==> src/rtl/conv_pkg.sv <==
// Shared defaults, window layout and feeder FSM states for the convolution datapath.
package conv_pkg;

    localparam int N_DEFAULT = 32;
    localparam int Q_DEFAULT = 15;
    localparam int K_DEFAULT = 3;

    // Element r*K+c is row r, column c; element 0 is the oldest (top-left) pixel.
    typedef logic [K_DEFAULT*K_DEFAULT-1:0][N_DEFAULT-1:0] window_t;

    typedef enum logic [2:0] {
        IDLE,
        FILL,
        RUN,
        DRAIN,
        DONE
    } state_t;

endpackage

==> src/rtl/line_buffer.sv <==
// Single-clock delay line: each enabled push returns the word pushed DEPTH pushes earlier.
module line_buffer #(
    parameter int N     = 32,
    parameter int DEPTH = 8
) (
    input  logic         clk,
    input  logic         rst,
    input  logic         en,
    input  logic [N-1:0] din,
    output logic [N-1:0] dout
);

    localparam int AW = (DEPTH > 1) ? $clog2(DEPTH) : 1;
    localparam logic [AW-1:0] PTR_LAST = AW'(DEPTH - 1);

    logic [N-1:0]  mem [DEPTH];
    logic [AW-1:0] ptr;

    // The slot about to be overwritten holds the word from one full row ago.
    assign dout = mem[ptr];

    always_ff @(posedge clk or posedge rst) begin
        if (rst) begin
            ptr <= '0;
        end else if (en) begin
            ptr <= (ptr == PTR_LAST) ? '0 : ptr + AW'(1);
        end
    end

    always_ff @(posedge clk) begin
        if (en) begin
            mem[ptr] <= din;
        end
    end

endmodule

==> src/rtl/conv_window_feeder.sv <==
// Turns a raster pixel stream into K x K sliding windows for the MACC array, with
// ready/valid flow control on both sides and one frame armed per start pulse.
module conv_window_feeder
    import conv_pkg::*;
#(
    parameter int N           = N_DEFAULT,
    parameter int Q           = Q_DEFAULT,
    parameter int ARRAY_WIDTH = K_DEFAULT,
    parameter int IMG_W       = 8,
    parameter int IMG_H       = 8
) (
    input  logic                                      clk,
    input  logic                                      rst,
    input  logic                                      start,
    input  logic                                      s_valid,
    input  logic [N-1:0]                              s_data,
    output logic                                      s_ready,
    output logic                                      m_valid,
    input  logic                                      m_ready,
    output logic [ARRAY_WIDTH*ARRAY_WIDTH-1:0][N-1:0] m_window,
    output logic                                      busy,
    output logic                                      frame_done
);

    localparam int K  = ARRAY_WIDTH;
    localparam int CW = (IMG_W > 1) ? $clog2(IMG_W) : 1;
    localparam int RW = (IMG_H > 1) ? $clog2(IMG_H) : 1;
    localparam logic [CW-1:0] COL_LAST = CW'(IMG_W - 1);
    localparam logic [CW-1:0] COL_WIN  = CW'(K - 1);
    localparam logic [RW-1:0] ROW_LAST = RW'(IMG_H - 1);
    localparam logic [RW-1:0] ROW_WIN  = RW'(K - 1);

    // Q only labels the fixed-point format of the words; data passes untouched.
    if (Q >= N) begin : g_bad_q
        $error("conv_window_feeder: Q must be smaller than N");
    end

    state_t               state;
    logic [CW-1:0]        col;
    logic [RW-1:0]        row;
    logic [K*K-1:0][N-1:0] win_sr;
    logic [K*K-1:0][N-1:0] win_next;
    logic [N-1:0]         lb_in  [K-1];
    logic [N-1:0]         lb_out [K-1];
    logic                 accept;
    logic                 win_done;
    logic                 last_pix;

    assign s_ready  = ((state == FILL) || (state == RUN)) && (!m_valid || m_ready);
    assign accept   = s_valid && s_ready;
    assign win_done = accept && (col >= COL_WIN) && (row >= ROW_WIN);
    assign last_pix = accept && (col == COL_LAST) && (row == ROW_LAST);

    // Chained line buffers: buffer j outputs the pixel from j+1 rows above.
    for (genvar j = 0; j < K - 1; j++) begin : g_lb
        if (j == 0) begin : g_head
            assign lb_in[j] = s_data;
        end else begin : g_chain
            assign lb_in[j] = lb_out[j-1];
        end

        line_buffer #(
            .N     (N),
            .DEPTH (IMG_W)
        ) u_line_buffer (
            .clk  (clk),
            .rst  (rst),
            .en   (accept),
            .din  (lb_in[j]),
            .dout (lb_out[j])
        );
    end

    // Shift every row one column left and insert the new column tap on the right.
    always_comb begin
        win_next = win_sr >> N;
        win_next[K*K-1] = s_data;
        for (int j = 0; j < K - 1; j++) begin
            win_next[(K-2-j)*K + K-1] = lb_out[j];
        end
    end

    always_ff @(posedge clk or posedge rst) begin
        if (rst) begin
            state      <= IDLE;
            col        <= '0;
            row        <= '0;
            win_sr     <= '0;
            m_window   <= '0;
            m_valid    <= 1'b0;
            busy       <= 1'b0;
            frame_done <= 1'b0;
        end else begin
            frame_done <= 1'b0;

            if (accept) begin
                win_sr <= win_next;
                if (col == COL_LAST) begin
                    col <= '0;
                    if (row != ROW_LAST) begin
                        row <= row + RW'(1);
                    end
                end else begin
                    col <= col + CW'(1);
                end
            end

            // A fresh window may replace the one being accepted in the same cycle.
            if (win_done) begin
                m_window <= win_next;
                m_valid  <= 1'b1;
            end else if (m_ready) begin
                m_valid  <= 1'b0;
            end

            case (state)
                IDLE: begin
                    if (start) begin
                        state <= FILL;
                        busy  <= 1'b1;
                        col   <= '0;
                        row   <= '0;
                    end
                end
                FILL: begin
                    if (last_pix) begin
                        state <= DRAIN;
                    end else if (accept && (row == ROW_WIN)) begin
                        state <= RUN;
                    end
                end
                RUN: begin
                    if (last_pix) begin
                        state <= DRAIN;
                    end
                end
                DRAIN: begin
                    if (!m_valid) begin
                        state      <= DONE;
                        busy       <= 1'b0;
                        frame_done <= 1'b1;
                    end
                end
                DONE: begin
                    state <= IDLE;
                end
                default: begin
                    state <= IDLE;
                end
            endcase
        end
    end

endmodule

==> config.mk <==
export PLATFORM = sky130hd
export DESIGN_NAME = conv_window_feeder
export DESIGN_NICKNAME = d
export VERILOG_FILES = /design/src/rtl/conv_pkg.sv /design/src/rtl/line_buffer.sv /design/src/rtl/conv_window_feeder.sv
export SDC_FILE = /design/constraint.sdc
export NUM_CORES = 2
export LEC_CHECK = 0
export ABC_CLOCK_PERIOD_IN_PS = 21900
export BUFFER_PORTS_ARGS = -buffer_cell sky130_fd_sc_hd__clkbuf_2
export CORE_MARGIN = 2
export CORE_UTILIZATION = 50
export CTS_BUF_LIST = sky130_fd_sc_hd__clkbuf_4
export DETAILED_ROUTE_END_ITERATION = 7
export PLACE_DENSITY = 0.73
export REMOVE_ABC_BUFFERS = 1
export SETUP_SLACK_MARGIN = 0.3
export SLEW_MARGIN = 20
export SYNTH_ARGS = -nofsm -noshare
export SYNTH_HDL_FRONTEND = slang
export SYNTH_SLANG_ARGS = --single-unit
==> constraint.sdc <==
create_clock -name clk -period 21.9 [get_ports clk]
set_input_delay 2.19 -clock clk [delete_from_list [all_inputs] [get_ports clk]]
set_output_delay 2.19 -clock clk [all_outputs]
set_load 0.02 [all_outputs]
* Yosys cells after proc, flatten, opt, wreduce, memory -nomap -nowiden
Memory sizes are Yosys's and may differ from the RTL's.
Index checks and enable logic that the tools add are counted.
** Storage, ports and cells
- Latch bits :: 0
- Logic and storage cells :: 85
- Memories :: 2
- RAM bits :: 512
- Input bits :: 37
- Memory bits (read-only) :: 0
- Register bits :: 498
** Cells by class
- Equal/unequal tests :: 13
- Reductions and logical operators :: 15
- Divide/modulo/power cells :: 0
- Order comparisons :: 2
- Muxes and demuxes :: 26
- Shifts and indexed selects :: 0
- Bitwise operators :: 0
- Multipliers :: 0
- $add $sub $neg :: 4
** Memory list
- g_lb[0].u_line_buffer.mem :: depth 8, bits a word 32, read ports 1, clocked after Yosys merged registers in 0, write ports 1, line line_buffer.sv:16 : logic [N-1:0] mem [DEPTH];
- g_lb[1].u_line_buffer.mem :: depth 8, bits a word 32, read ports 1, clocked after Yosys merged registers in 0, write ports 1, line line_buffer.sv:16
** Operators by type and width (number)
- 3-bit 2-to-1 mux :: 16
- 3-bit by 1-bit adder with 3-bit output, second input constant :: 4
- 3-bit == test, second input constant :: 4
- 3-bit case mux with 4 select lines :: 1
- 3-bit by 2-bit == test with 1-bit output, second input constant :: 3
- 1-bit 2-to-1 mux :: 8
- 1-bit logical AND :: 7
- 3-bit by 2-bit greater-or-equal comparator with 1-bit output, second input constant :: 2
- 2-bit != test, second input constant :: 3
- 4-bit AND reduction :: 1
- 2-bit nonzero test :: 2
- 3-bit by 1-bit == test with 1-bit output, second input constant :: 1
- 3-bit zero test :: 1
- 3-bit by 2-bit != test with 1-bit output, second input constant :: 1
- 3-bit != test, second input constant :: 1
- 3-bit AND reduction :: 1
- 1-bit logical OR :: 2
- 1-bit case mux with 2 select lines :: 1
- 1-bit zero test :: 1

* Depth between registers and ports, before layout
- Depth in word-level cells :: 8
- Depth in mapped cells :: 8
- Mapped depth without buffers :: 6

* Modules after synthesis
Synthesis repeated with hierarchy kept, for this count alone.
** Second synthesis, totals
- Cells, all modules :: 2464
- Area, all modules :: 38625.8 um^2
** Modules (own cells, without submodules)
- conv_window_feeder :: times used 1, area each 18557.8 um^2, cells each 1486
- line_buffer at g_lb[0].u_line_buffer :: times used 1, area each 10062.2 um^2, cells each 475
- line_buffer at g_lb[1].u_line_buffer :: times used 1, area each 10005.8 um^2, cells each 503

* Worst setup path before layout
No wires, ideal clock.
- Path kind :: input to register
- From :: in s_valid
- To :: mem g_lb[0].u_line_buffer.mem[6][0], enable pin
- Path slack :: 16.099 ns
- Data required time :: 21.439 ns
- Arrival :: 5.340 ns
- Stages on the path :: 7
- Setup time :: 0.461 ns
- Path through :: nor2b_1 -> and3_1 -> buf_2 -> buf_2 -> buf_2 -> nand2_1 -> nor3_1
** On the way
- Cells in the longest elaborated chain, start to end :: 3
** Ends and longest elaborated chain
- from (decl) :: line conv_window_feeder.sv:15 : input logic s_valid,
- 1-bit logical AND :: line conv_window_feeder.sv:50 : assign accept = s_valid && s_ready;
- 1-bit 2-to-1 mux :: line line_buffer.sv:31 : if (en) begin
- 1-bit 2-to-1 mux (implied by the code) :: line line_buffer.sv:32 : mem[ptr] <= din;
- to (decl) :: line line_buffer.sv:16
Every way passes these cells.

* Final worst setup path
- From :: in m_ready
- To :: out s_ready
** On the way
- Cells in the longest elaborated chain, start to end :: 2
** Ends and longest elaborated chain
- from (decl) :: line conv_window_feeder.sv:19 : input logic m_ready,
- 1-bit logical OR :: line conv_window_feeder.sv:49 : assign s_ready = ((state == FILL) || (state == RUN)) && (!m_valid || m_ready);
- 1-bit logical AND :: line conv_window_feeder.sv:49
- to (decl) :: line conv_window_feeder.sv:17 : output logic s_ready,
Every way passes these cells.

==> run_results.csv <==
group,metric,value,unit
cells_and_area,layout.cells.most_common_list,"edfxtp_1, dfrtp_1, nand2_1, clkbuf_4, clkbuf_2",
clocking,cts_setup_buffers,0,
routing,drt_wl_total,84700,um
sta,final-max-slew-violation-count,0,
yosys,post_synth_instance_area,38200,um2
cells_and_area,drive_gt1_share,33.1,%
yosys,synth-edff-count,512,
worst_setup_path,end_kind,"primary output",
yosys,synth_top_flop_cell,"edfxtp_1",
placed_design,port_buffers,328,
status,run_status,"finished, final reports clean",
clocking,clock_tree.htree_level_count,5,
clocking,cts.repair.resized,0,
clocking,number_of_buffers_added_by_the_clock_tree_synthesis_step,275,
routing,highest-signal-layer,"met4",
worst_setup_path,critPathMaxFanout,5,
global_route,antenna_found_initial,4,
clocking,clock_root_buffer,"clkbuf_4",
clocking,reg_clk_slew_reported_paths,0.06,ns
sta,timing.max_slew.rel_slack,28.5,%
cells_and_area,mostFrequentLayoutCell,"edfxtp_1",
yosys,mapped_cells,2421,
floorplan,fp-row-count,101,
sta,finalHoldWorstSlack,0.461,ns
placed_design,dp.cells,3626,
worst_hold_path,timing.hold.worst.class,"reg -> reg",
power_and_ir_drop,power-per-cell-area,160,nW/um2
sta,setup_slack_after_layout,16.84,ns
worst_setup_path,cp.arrival,2.87,ns
placed_design,hpwlAfterDp,50600,um
worst_setup_path,crit_type,"in -> out",
floorplan,die_height,280,um
sta,clock-skew-final,0.102,ns
sta,rsz0062_at_grt,"no",
clocking,holdBufCountCts,0,
yosys,synth_cell_type_count,53,
routing,drtIter0Drc,1801,
yosys,synth_seq_cells,1010,
power_and_ir_drop,vdd_ir_drop_max,0.0868,mV
sta,final.period_utilization,23.1,%
worst_setup_path,critical_path.slowest_cell,"nand2b_1",
worst_setup_path,critical_path.startpoint_type,"input pin",
sta,finalHoldViolCount,0,
clocking,cts.sink_count,1010,
power_and_ir_drop,leakage,18.7,nW
floorplan,top_level_ports,329,
routing,detailroute.via_count,22200,
sta,report.final.setup_viol,0,
routing,routed_wire_length_per_instance,20.7,um
clocking,max-clock-path-buffers,4,
yosys,yosysWarnings,0,
floorplan,chipWidth,280,um
routing,m1WireLength,35100,um
cells_and_area,layout.filler_cells,5909,
floorplan,core_region_area,75800,um2
sta,fin_setup_tns,0,ns
global_route,grt_first_pass_wirelength,131000,um
yosys,seq_area_frac_synth,72.9,%
worst_setup_path,cp_data_required_time,19.71,ns
floorplan,start_util,50.4,%
global_route,grt_start_max_net_pins,176,
routing,wl_met2,41800,um
cells_and_area,nets_final,2975,
worst_setup_path,path_common_cell,"clkbuf_2",
routing,routed_via_density,5.42,
placed_design,routabilityCongestion,0.755,
sta,finalCriticalPeriod,5.06,ns
routing,firstDrtPassIters,5,
global_route,vias_in_the_first_global_route,23300,
worst_setup_path,timing.critical_path.slowest_cell_delay,0.23,ns
global_route,grt_overflow_total,0,
routing,detail-route-antenna-nets,0,
sta,tightestPinTransition,1.07,ns
clocking,tritoncts_clock_tree,"yes",
placed_design,pre_cts_slack,16.40,ns
worst_setup_path,worstPathCellList,"clkbuf_2 -> nand2b_1 -> nand2_1 -> nor2_1 -> clkbuf_2",
sta,max_clock_freq,0.198,GHz
clocking,insertion_delay,1.10,ns
routing,wl_met3,6390,um
worst_setup_path,path_delay_family,"simple AND/OR/NAND/NOR gates",
floorplan,area_of_the_die,78600,um2
worst_setup_path,critPathBufInv,2,
yosys,async_reset_ff_share,49.3,%
routing,drc,0,
yosys,post_synth.cell_area_avg,15.8,um2
cells_and_area,post_layout_nonfiller_instances,4098,
flow_run,count_of_maximum_capacitance_violations,0,
global_route,track_usage,21.8,%
cells_and_area,syn_to_final_growth,16.1,%
-- metrics by stage --
stage	utilization (%)	total power [mW]	cell area, um2
6_report	58.5	7.11	44300
5_1_grt	58.5	7.54	44300
4_1_cts	58.3	7.19	44200
3_5_place_dp	53.9	5.54	40800
3_3_place_gp	53.8	5.42	40800
2_1_floorplan	-	4.65	37500
-- worst reg2reg max path, cell delays in order (launching register included) --
cell,delay (ns)
dfrtp_4,0.76
buf_4,0.76
nor2b_1,0.75
a221oi_1,0.21
o22ai_1,0.84
mux2_2,0.31
-- metal layers --
metal	vias to the layer above	global-route usage, %
met2	813	35.0
li1	10000	-
met4	0	7.47
met1	11300	28.6
met3	96	6.11
met5	-	0
-- power breakdown --
group          switching (mW)  total (mW)  internal (mW)
logic                    1.55        2.41          0.856
registers               0.324        3.07           2.75
clock network           0.733        1.63          0.892
total                    2.61        7.11           4.50
-- layout make-up --
class                   instances  area (um2)  share of cell area [%]
multi-input cells            1259        9740                    22.0
clock inverters                68         398                   0.898
repair buffers                367        2060                    4.65
diodes                          1        2.50                 0.00564
well taps                     978        1220                    2.76
flip-flops and latches       1010       27800                    62.8
clock buffers                 399        3000                    6.76
inverters                      16        67.6                   0.152
-- synthesized netlist by cell type (5+ instances only) --
master | n | area share (%)
inv_1 | 15 | 0.15
clkbuf_1 | 44 | 0.43
mux2i_1 | 48 | 1.3
buf_6 | 10 | 0.29
nand2b_1 | 10 | 0.16
a31oi_1 | 14 | 0.23
a221o_1 | 17 | 0.45
buf_2 | 63 | 0.83
ha_1 | 9 | 0.29
edfxtp_1 | 512 | 40
a22oi_1 | 12 | 0.24
mux2_2 | 148 | 4.4
a21oi_1 | 70 | 0.92
o21ai_0 | 37 | 0.49
buf_1 | 14 | 0.14
nand3_1 | 8 | 0.10
nand2_1 | 484 | 4.8
o22ai_1 | 20 | 0.33
buf_4 | 5 | 0.098
nor2_1 | 24 | 0.24
mux4_2 | 64 | 3.8
nor3_1 | 11 | 0.14
dfrtp_1 | 498 | 33
a221oi_1 | 28 | 0.64
nor2b_1 | 15 | 0.25
mux2_1 | 175 | 5.2
and2_1 | 6 | 0.098
-- registers in the layout, summed over array words and instances (netlist names) --
register                count
g_lb.u_line_buffer.ptr      6
busy                        1
state                       3
g_lb.u_line_buffer.mem    512
win_next                  192
frame_done                  1
col                         3
m_valid                     1
row                         3
m_window                  288
-- final timing paths --
kind	start	endpoint	slack [ns]	depth (start not counted)
setup reg to reg	g_lb[0].u_line_buffer.ptr[1]$_DFFE_PP0P_	win_next[157]$_DFFE_PP0P_	18.15	5
setup / recovery	m_ready	s_ready	16.84	5
max in group asynchronous	rst	m_window[4]$_DFFE_PP0P_	19.05	3
min in group asynchronous	rst	m_window[285]$_DFFE_PP0P_	1.31	2
hold reg to reg	win_next[157]$_DFFE_PP0P_	win_next[125]$_DFFE_PP0P_	0.46	2
hold / removal	win_next[157]$_DFFE_PP0P_	win_next[125]$_DFFE_PP0P_	0.46	2
-- cell families after synthesis --
group | synth area share [%]
simple gates | 6.11
xor+xnor | 0.0656
buf+inv | 1.95
flops | 72.9
mux | 14.6
compound gates | 4.12
fa+ha+maj | 0.295
Power figures use the tool's default switching activity.
